`config.mk`:
```
export PLATFORM = sky130hd
export DESIGN_NAME = muldiv_sequencer
export DESIGN_NICKNAME = d
export VERILOG_FILES = /design/src/rtl/alu_pkg.sv /design/src/rtl/muldiv_step.sv /design/src/rtl/muldiv_sequencer.sv
export SDC_FILE = /design/constraint.sdc
export NUM_CORES = 1
export LEC_CHECK = 0
export ABC_AREA = 1
export BUFFER_PORTS_ARGS = -buffer_cell sky130_fd_sc_hd__buf_4
export CAP_MARGIN = 20
export CORE_ASPECT_RATIO = 0.75
export CORE_MARGIN = 5
export CORE_UTILIZATION = 50
export DETAILED_ROUTE_END_ITERATION = 16
export PLACE_DENSITY = 0.67
export SETUP_SLACK_MARGIN = 0.05
export SLEW_MARGIN = 30
export SYNTH_ARGS = -nofsm -noshare
export SYNTH_HDL_FRONTEND = slang
export SYNTH_SLANG_ARGS = --single-unit
```
`constraint.sdc`:
```
create_clock -name clk -period 2.7 [get_ports clk]
set_input_delay 0.81 -clock clk [delete_from_list [all_inputs] [get_ports clk]]
set_output_delay 0.81 -clock clk [all_outputs]
set_load 0.005 [all_outputs]
```
`src/rtl/alu_pkg.sv`:
```
// Shared ALU opcode and sequencer state types.
// Used by the ALU decoder and the multi-cycle mul/div sequencer.
package alu_pkg;

    typedef enum logic [3:0] {
        ALU_AND = 4'b0000,
        ALU_OR  = 4'b0001,
        ALU_ADD = 4'b0010,
        ALU_SUB = 4'b0110,
        ALU_SLT = 4'b0111,
        ALU_LUI = 4'b1000,
        ALU_MUL = 4'b1001,
        ALU_DIV = 4'b1010,
        ALU_MOD = 4'b1011,
        ALU_NOR = 4'b1100
    } alu_ops_t;

    typedef enum logic [1:0] {
        S_IDLE,
        S_RUN,
        S_FINISH
    } md_state_t;

    function automatic logic is_muldiv(input logic [3:0] code);
        return (code == ALU_MUL) || (code == ALU_DIV) || (code == ALU_MOD);
    endfunction

endpackage

```
`src/rtl/muldiv_step.sv`:
```
// One iteration of shift-add multiply or restoring divide.
// acc holds the partial product / remainder, mq the multiplier / quotient.
module muldiv_step #(
    parameter int WIDTH = 32
) (
    input  logic             is_div,
    input  logic [WIDTH-1:0] acc,
    input  logic [WIDTH-1:0] mq,
    input  logic [WIDTH-1:0] md,
    output logic [WIDTH-1:0] acc_n,
    output logic [WIDTH-1:0] mq_n,
    output logic [WIDTH-1:0] md_n
);

    logic [WIDTH:0] trial;
    logic [WIDTH:0] diff;

    // Bit WIDTH of diff is the borrow: set when trial < divisor.
    assign trial = {acc, mq[WIDTH-1]};
    assign diff  = trial - {1'b0, md};

    always_comb begin
        acc_n = acc;
        mq_n  = mq;
        md_n  = md;
        if (is_div) begin
            mq_n  = {mq[WIDTH-2:0], ~diff[WIDTH]};
            acc_n = diff[WIDTH] ? trial[WIDTH-1:0] : diff[WIDTH-1:0];
        end else begin
            acc_n = mq[0] ? acc + md : acc;
            mq_n  = mq >> 1;
            md_n  = md << 1;
        end
    end

endmodule

```
`src/rtl/muldiv_sequencer.sv`:
```
// Multi-cycle MUL/DIV/MOD sequencer, one result bit per cycle.
// Define MULDIV_SIGNED_EN for two's-complement operands.
module muldiv_sequencer #(
    parameter int WIDTH = 32
) (
    input  logic             clk,
    input  logic             rst_n,
    input  logic             start,
    input  logic [3:0]       alu_control,
    input  logic [WIDTH-1:0] a,
    input  logic [WIDTH-1:0] b,
    output logic             busy,
    output logic             done,
    output logic [WIDTH-1:0] result,
    output logic             div_by_zero
);

    import alu_pkg::*;

    localparam int CW = (WIDTH > 1) ? $clog2(WIDTH) : 1;
    localparam logic [CW-1:0] LAST = CW'(WIDTH - 1);

    md_state_t        state;
    alu_ops_t         op;
    logic [CW-1:0]    cnt;
    logic [WIDTH-1:0] acc;
    logic [WIDTH-1:0] mq;
    logic [WIDTH-1:0] md;
    logic             neg_a;
    logic             neg_b;

    logic             sa;
    logic             sb;
    logic [WIDTH-1:0] mag_a;
    logic [WIDTH-1:0] mag_b;
    logic [WIDTH-1:0] acc_n;
    logic [WIDTH-1:0] mq_n;
    logic [WIDTH-1:0] md_n;
    logic [WIDTH-1:0] raw;
    logic [WIDTH-1:0] fixed;
    logic             flip;
    logic             div_req;

`ifdef MULDIV_SIGNED_EN
    assign sa = a[WIDTH-1];
    assign sb = b[WIDTH-1];
`else
    assign sa = 1'b0;
    assign sb = 1'b0;
`endif

    assign mag_a   = sa ? (~a + 1'b1) : a;
    assign mag_b   = sb ? (~b + 1'b1) : b;
    assign div_req = (alu_control == ALU_DIV) || (alu_control == ALU_MOD);

    muldiv_step #(
        .WIDTH (WIDTH)
    ) u_step (
        .is_div (op != ALU_MUL),
        .acc    (acc),
        .mq     (mq),
        .md     (md),
        .acc_n  (acc_n),
        .mq_n   (mq_n),
        .md_n   (md_n)
    );

    // Remainder follows the dividend sign; product and quotient the xor.
    always_comb begin
        raw   = (op == ALU_DIV) ? mq_n : acc_n;
        flip  = (op == ALU_MOD) ? neg_a : (neg_a ^ neg_b);
        fixed = flip ? (~raw + 1'b1) : raw;
    end

    always_ff @(posedge clk or negedge rst_n) begin
        if (!rst_n) begin
            state       <= S_IDLE;
            op          <= ALU_AND;
            cnt         <= '0;
            acc         <= '0;
            mq          <= '0;
            md          <= '0;
            neg_a       <= 1'b0;
            neg_b       <= 1'b0;
            busy        <= 1'b0;
            done        <= 1'b0;
            result      <= '0;
            div_by_zero <= 1'b0;
        end else begin
            unique case (state)
                S_IDLE: begin
                    if (start && is_muldiv(alu_control)) begin
                        op    <= alu_ops_t'(alu_control);
                        neg_a <= sa;
                        neg_b <= sb;
                        cnt   <= '0;
                        acc   <= '0;
                        busy  <= 1'b1;
                        if (div_req && (b == '0)) begin
                            state       <= S_FINISH;
                            done        <= 1'b1;
                            div_by_zero <= 1'b1;
                            result      <= (alu_control == ALU_DIV) ? '1 : a;
                        end else begin
                            state <= S_RUN;
                            if (alu_control == ALU_MUL) begin
                                mq <= mag_b;
                                md <= mag_a;
                            end else begin
                                mq <= mag_a;
                                md <= mag_b;
                            end
                        end
                    end
                end
                S_RUN: begin
                    acc <= acc_n;
                    mq  <= mq_n;
                    md  <= md_n;
                    cnt <= cnt + CW'(1);
                    if (cnt == LAST) begin
                        state       <= S_FINISH;
                        done        <= 1'b1;
                        result      <= fixed;
                        div_by_zero <= 1'b0;
                    end
                end
                S_FINISH: begin
                    state <= S_IDLE;
                    busy  <= 1'b0;
                    done  <= 1'b0;
                end
                default: begin
                    state <= S_IDLE;
                end
            endcase
        end
    end

endmodule
```
# --- Word level (Yosys, flattened, before mapping) ---
# Cells that the tools add are included.
word_totals:
  ff_bits: 142
  inputBits: 71
  out_inout_bits: 35
  elab_cells: 80
op_classes:
  add_sub_neg: 3
  n_eq_ne: 13
  mux: 35
  bitwise_logic: 1
  n_reduce_logical: 18
ops:
  columns: ["op", "count"]
  rows:
  - ["$mux 32", 17]
  - ["$pmux 32 s2", 4]
  - ["$sub 33x32->33", 1]
  - ["$add 32x32->32", 1]
  - ["$logic_not 32->1", 1]
  - ["$eq 4x4->1 const B", 4]
  - ["$reduce_and 4->1", 3]
  - ["$ne 2x2->1 const B", 5]
  - ["$pmux 5 s2", 1]
  - ["$reduce_and 2->1", 4]
  - ["$mux 2", 3]
  - ["$add 5x1->5 const B", 1]
  - ["$eq 5x5->1 const B", 1]
  - ["$mux 1", 5]
  - ["$mux 5", 1]
  - ["$ne 4x4->1 const B", 1]
  - ["$pmux 1 s2", 2]
  - ["$pmux 2 s2", 1]
  - ["$reduce_bool 2->1", 2]
  - ["$logic_or 1x1->1", 3]
  - ["$pmux 1 s3", 1]
  - ["$reduce_and 3->1", 1]
  - ["$reduce_bool 3->1", 1]
  - ["$eq 2x1->1 const B", 1]
  - ["4 further kinds", 5]

# --- Longest topological paths before layout ---
depth:
  word_depth: 6
  depth_mapped: 21

# --- Modules after synthesis ---
# Synthesis repeated with hierarchy kept, for this count alone.
hier_totals:
  cells_unflattened: 2517
  hier_area_um2: 14350.0
by_module_without_submodules:
  columns: ["module", "n_inst", "cells_each", "area_each_um2"]
  rows:
  - ["muldiv_sequencer", 1, 1117, 7843.8]
  - ["muldiv_step", 1, 1400, 6506.2]

# --- Worst setup path before layout ---
# Ideal clock, no wire load.
synth_timing:
  kind: "reg2reg"
  startpoint: "reg mq[31]"
  endpoint: "reg result[20]"
  arrival_time_ns: 2.163
  t_required_ns: 2.584
  path_slack_ns: 0.420
  path_stages_with_launch: 20
  n_path_buf: 1
  cell_sequence: "dfrtp_1 > inv_1 > ha_1 > inv_1 > fa_1 > nand2_1 > nand2_1 > nand3_2 > nand2_2 > nand2_2 > nand2_2 > nand2_2 > nand3_1 > nand2_4 > buf_6 > nand2_1 > nand3_1 > nand3_1 > nand2_1 > nand2_1"
synth_via:
  elab_chain_cells: 6
synth_rtl:
  columns: ["item", "line_no", "rtl"]
  rows:
  - ["start: declaration", "muldiv_sequencer.sv:27", "logic [WIDTH-1:0] mq;"]
  - ["start signal: assignment", "muldiv_sequencer.sv:107", "mq <= mag_b;"]
  - ["start signal: assignment", "muldiv_sequencer.sv:110", "mq <= mag_a;"]
  - ["start signal: assignment", "muldiv_sequencer.sv:118", "mq <= mq_n;"]
  - ["$sub 33x32->33", "muldiv_step.sv:20", "assign diff = trial - {1'b0, md};"]
  - ["$mux 32", "muldiv_step.sv:28", "acc_n = diff[WIDTH] ? trial[WIDTH-1:0] : diff[WIDTH-1:0];"]
  - ["$mux 32", "muldiv_step.sv:26", "if (is_div) begin"]
  - ["$mux 32", "muldiv_sequencer.sv:70", "raw = (op == ALU_DIV) ? mq_n : acc_n;"]
  - ["$mux 32", "muldiv_sequencer.sv:121", "if (cnt == LAST) begin"]
  - ["$pmux 32 s2", "muldiv_sequencer.sv:90", "unique case (state)"]
  - ["end signal: assignment", "muldiv_sequencer.sv:103", "result <= (alu_control == ALU_DIV) ? '1 : a;"]
  - ["end signal: assignment", "muldiv_sequencer.sv:124", "result <= fixed;"]
  - ["end: declaration", "muldiv_sequencer.sv:14", "output logic [WIDTH-1:0] result,"]
# Every way passes these cells. The select of a mux whose other input is x is not followed.
# A chain may end at the register's enable or synchronous reset.

# --- Worst setup path after layout ---
layout_timing:
  startpoint: "reg acc[13]"
  endpoint: "reg result[6]"
layout_via:
  elab_chain_cells: 6
layout_rtl:
  columns: ["item", "line_no", "rtl"]
  rows:
  - ["start: declaration", "muldiv_sequencer.sv:26", "logic [WIDTH-1:0] acc;"]
  - ["start signal: assignment", "muldiv_sequencer.sv:117", "acc <= acc_n;"]
  - ["$sub 33x32->33", "muldiv_step.sv:20", null]
  - ["$mux 32", "muldiv_step.sv:28", null]
  - ["$mux 32", "muldiv_step.sv:26", null]
  - ["$mux 32", "muldiv_sequencer.sv:70", null]
  - ["$mux 32", "muldiv_sequencer.sv:121", null]
  - ["$pmux 32 s2", "muldiv_sequencer.sv:90", null]
# Every way passes these cells. The select of a mux whose other input is x is not followed.

==> impl_metrics.csv <==
group,metric,value,unit
outcome,status,"finished, final reports clean",
die,io_pins,106,
cells_and_area,area_growth,20.8,%
logic_synthesis,synth_cell_types,46,
pwr,power.share.clock,0.082,
worst_setup_path,r2r_start,"acc[13]$_DFFE_PN0P_",
pwr,p_per_area,1590,nW/um2
logic_synthesis,ys_ff_latch,142,
worst_setup_path,r2r_setup_slack,140,ps
place,post_dp_cell_area,16000,um2
detailed_routing,dr.pass1.iters,8,
detailed_routing,drc,0,
worst_setup_path,worstPathRequired,3040,ps
logic_synthesis,avgSynthCellArea,5.78,um2
logic_synthesis,synth_top_area_frac,0.264,
logic_synthesis,synthTopCellsByArea,"nand2_1 (26%), dfrtp_1 (25%), inv_1 (11%)",
clock_tree,cts_hold_buf,0,
worst_setup_path,cp-end-kind,"flop",
grt,grt_pass1_wl,80.4,mm
pwr,switchingPower,0.0150,W
grt,antenna_found_initial,0,
cells_and_area,final_cell_area,17200,um2
detailed_routing,drtIter0Drc,1585,
clock_tree,cts_root_buf,"clkbuf_16",
cells_and_area,final_common_cell,"nand2_1",
clock_tree,cts_tree,"yes",
cells_and_area,regArea,3560,um2
pwr,vdd_drop_max,1.05,mV
die,core-area,28100,um2
detailed_routing,wire_per_inst,17.5,um
worst_setup_path,worstPathArrival,2900,ps
logic_synthesis,synth_top_cell_by_area,"nand2_1",
flow_run,maxCapViolCount,0,
logic_synthesis,synthCells,2462,
worst_setup_path,start_kind,"flop",
pwr,swShare,0.552,
clock_tree,clk_latency,450,ps
clock_tree,cts_buffers,17,
logic_synthesis,syn_nets,2600,
grt,grt_max_degree,112,
detailed_routing,via_count,16200,
worst_setup_path,slowest_stage,"dfrtp_1",
cells_and_area,multi_input_area,9150,um2
sta,clock_skew,7.56,ps
worst_setup_path,path_class,"flop to flop",
sta,fmax,0.391,GHz
die,fp.dieW,205,um
sta,tightest_slew,755,ps
place,post-dp-hpwl,39.9,mm
logic_synthesis,ys_warn_count,0,
grt,grt_pass1_vias,14900,
place,portBuffers,105,
worst_setup_path,critical_path.cell_chain,"ha_1, nand2_2, inv_2, nand2_2, inv_1, a21oi_2, nand2_4, nand2_4, nand2_4, nand2_4, nand2_8, buf_12, nand2_1, nand2_1, nand2_2, nand3_2, nand2_2, nand2_1",
worst_setup_path,worstPathMaxFanout,8,
worst_setup_path,crit_start,"acc[13]$_DFFE_PN0P_",
die,dieArea,32000,um2
pwr,p_int,0.0122,W
place,gp_congestion,1.03,
worst_setup_path,critical_path.top_delay_family,"simple AND/OR/NAND/NOR gates",
cells_and_area,fin_util,0.613,
pwr,finalPower,0.0272,W
sta,rsz0062_at_grt,"true",
sta,hold_viol_final,0,
worst_setup_path,critPathMaxStageDelay,440,ps
clock_tree,clk_path_buf_depth,2,
sta,slew_viol_final,0,
grt,grt_overflow_total,0,
clock_tree,clk_pin_slew,60,ps
pwr,p_seq_frac,0.150,
logic_synthesis,syn_area,14200,um2
die,start_util,0.507,
grt,grt_use_total,0.319,
die,dieHeight,156,um
cells_and_area,diodes,0,
pwr,power_frac_comb,0.768,
cells_and_area,layout.nets,2743,
sta,setup_viol,0,
clock_tree,clkSinkCount,142,
sta,slew_headroom,0.496,
cells_and_area,final_cell_mix,"nand2_1 (965), inv_1 (390), buf_4 (195)",
worst_setup_path,worst-path-buf-inv,3,
clock_tree,htreeDepth,4,
logic_synthesis,yosysSeqAreaShare,0.250,
detailed_routing,vias_per_cell,5.39,
cells_and_area,fill_cells,2822,
sta,whs,263,ps
cells_and_area,drive_gt1_frac,0.159,
die,rows,53,
detailed_routing,ant_nets,0,
detailed_routing,wirelength,52.4,mm
min_path,worstHoldPathType,"input port to asynchronous set/reset pin",
sta,post-route-period-util,0.948,
pwr,p_leak,9.76,nW
sta,min_period,2560,ps
==> per-stage QoR <==
| stage | setup WS (ps) | TNS [ps] | std cells |
|---|---|---|---|
| finish | 140 | 0 | 3001 |
| global route | -1.60 | -1.60 | 3001 |
| CTS | 47.4 | 0 | 2993 |
| detailed placement | -14.5 | -14.5 | 2963 |
| global placement | -8.07 | -8.07 | 2963 |
| floorplan | 420 | 0 | 2462 |
==> final timing paths <==
path / to / depth (start not counted)
setup / recovery: result[6]$_DFFE_PN0P_ / 18
min in group clk: op[3]$_DFFE_PN0P_ / 2
max in group asynchronous: result[3]$_DFFE_PN0P_ / 2
setup reg to reg: result[6]$_DFFE_PN0P_ / 18
hold reg to reg: op[3]$_DFFE_PN0P_ / 2
hold / removal: acc[25]$_DFFE_PN0P_ / 1
==> final cells by class <==
type / count / area share
Clock buffer: 19 / 0.0252
Clock inverter: 11 / 0.00568
Inverter: 413 / 0.0902
Multi-Input combinational cell: 1813 / 0.532
Sequential cell: 142 / 0.207
Tap cell: 385 / 0.0280
Timing Repair Buffer: 218 / 0.112
==> cell families (layout without fill, tap and decap cells) <==
kind of cell    count (synthesis)  count (layout)  synth area share
buf+inv                       507             661             0.144
flops                         142             142             0.250
fa+ha+maj                      67              67            0.0600
simple gates                 1346            1346             0.387
mux                             5               5           0.00360
compound gates                371             371             0.141
xor+xnor                       24              24            0.0148
==> flip-flops by register name, indices dropped and copies added (netlist names) <==
register,flops
acc,32
md,32
state,2
mq,32
div_by_zero,1
cnt,5
busy,1
done,1
result,32
op,4
==> cell usage after synthesis, drive strengths merged <==
master / count
fa: 2
nand2: 1027
o21ai: 238
mux2i: 4
clkbuf: 45
nor2: 114
o211ai: 29
a21o: 2
nand3: 163
nand3b: 4
a211oi: 3
o31ai: 2
a21boi: 1
a31oi: 2
a21oi: 89
and3: 1
o32ai: 1
xnor2: 13
ha: 65
nand4: 13
o22ai: 1
mux2: 1
xor2: 11
inv: 413
dfrtp: 142
buf: 49
and2: 6
nor4: 1
or2: 1
nor3: 16
o21bai: 3
==> per-layer routing <==
layer,share of wire,vias to the layer above,GRT usage
met5,0,-,0
met4,0.037,0,0.115
met3,0.081,108,0.0463
met2,0.44,723,0.492
met1,0.45,7411,0.457
li1,-,7944,-
==> worst reg2reg max path: cells and delay by family, from the launching register on <==
kind                       cells  cell delay, ps
and+or+nand+nor               13            1200
DFF                            1             440
AOI/OAI and AO/OA              1             180
adders and majority gates      1             350
buffers and inverters          3             290
==> power by group through the flow <==
stage	Combinational, W	Clock, W	Sequential, W
final	0.0209	0.00224	0.00408
after global routing	0.0232	0.00235	0.00417
after CTS	0.0191	0.00227	0.00401
after detailed placement	0.0190	0	0.00403
after global placement	0.0187	0	0.00402
after floorplan	0.0127	0	0.00381
==> timing repair <==
action                                  CTS  global route
endpoints found under the setup margin    5            65
resized for setup                         2           116
pin swaps                                 1            26
buffers inserted                          0             4
gates cloned                              0             4
No activity file was read; power rests on OpenSTA's default activity.
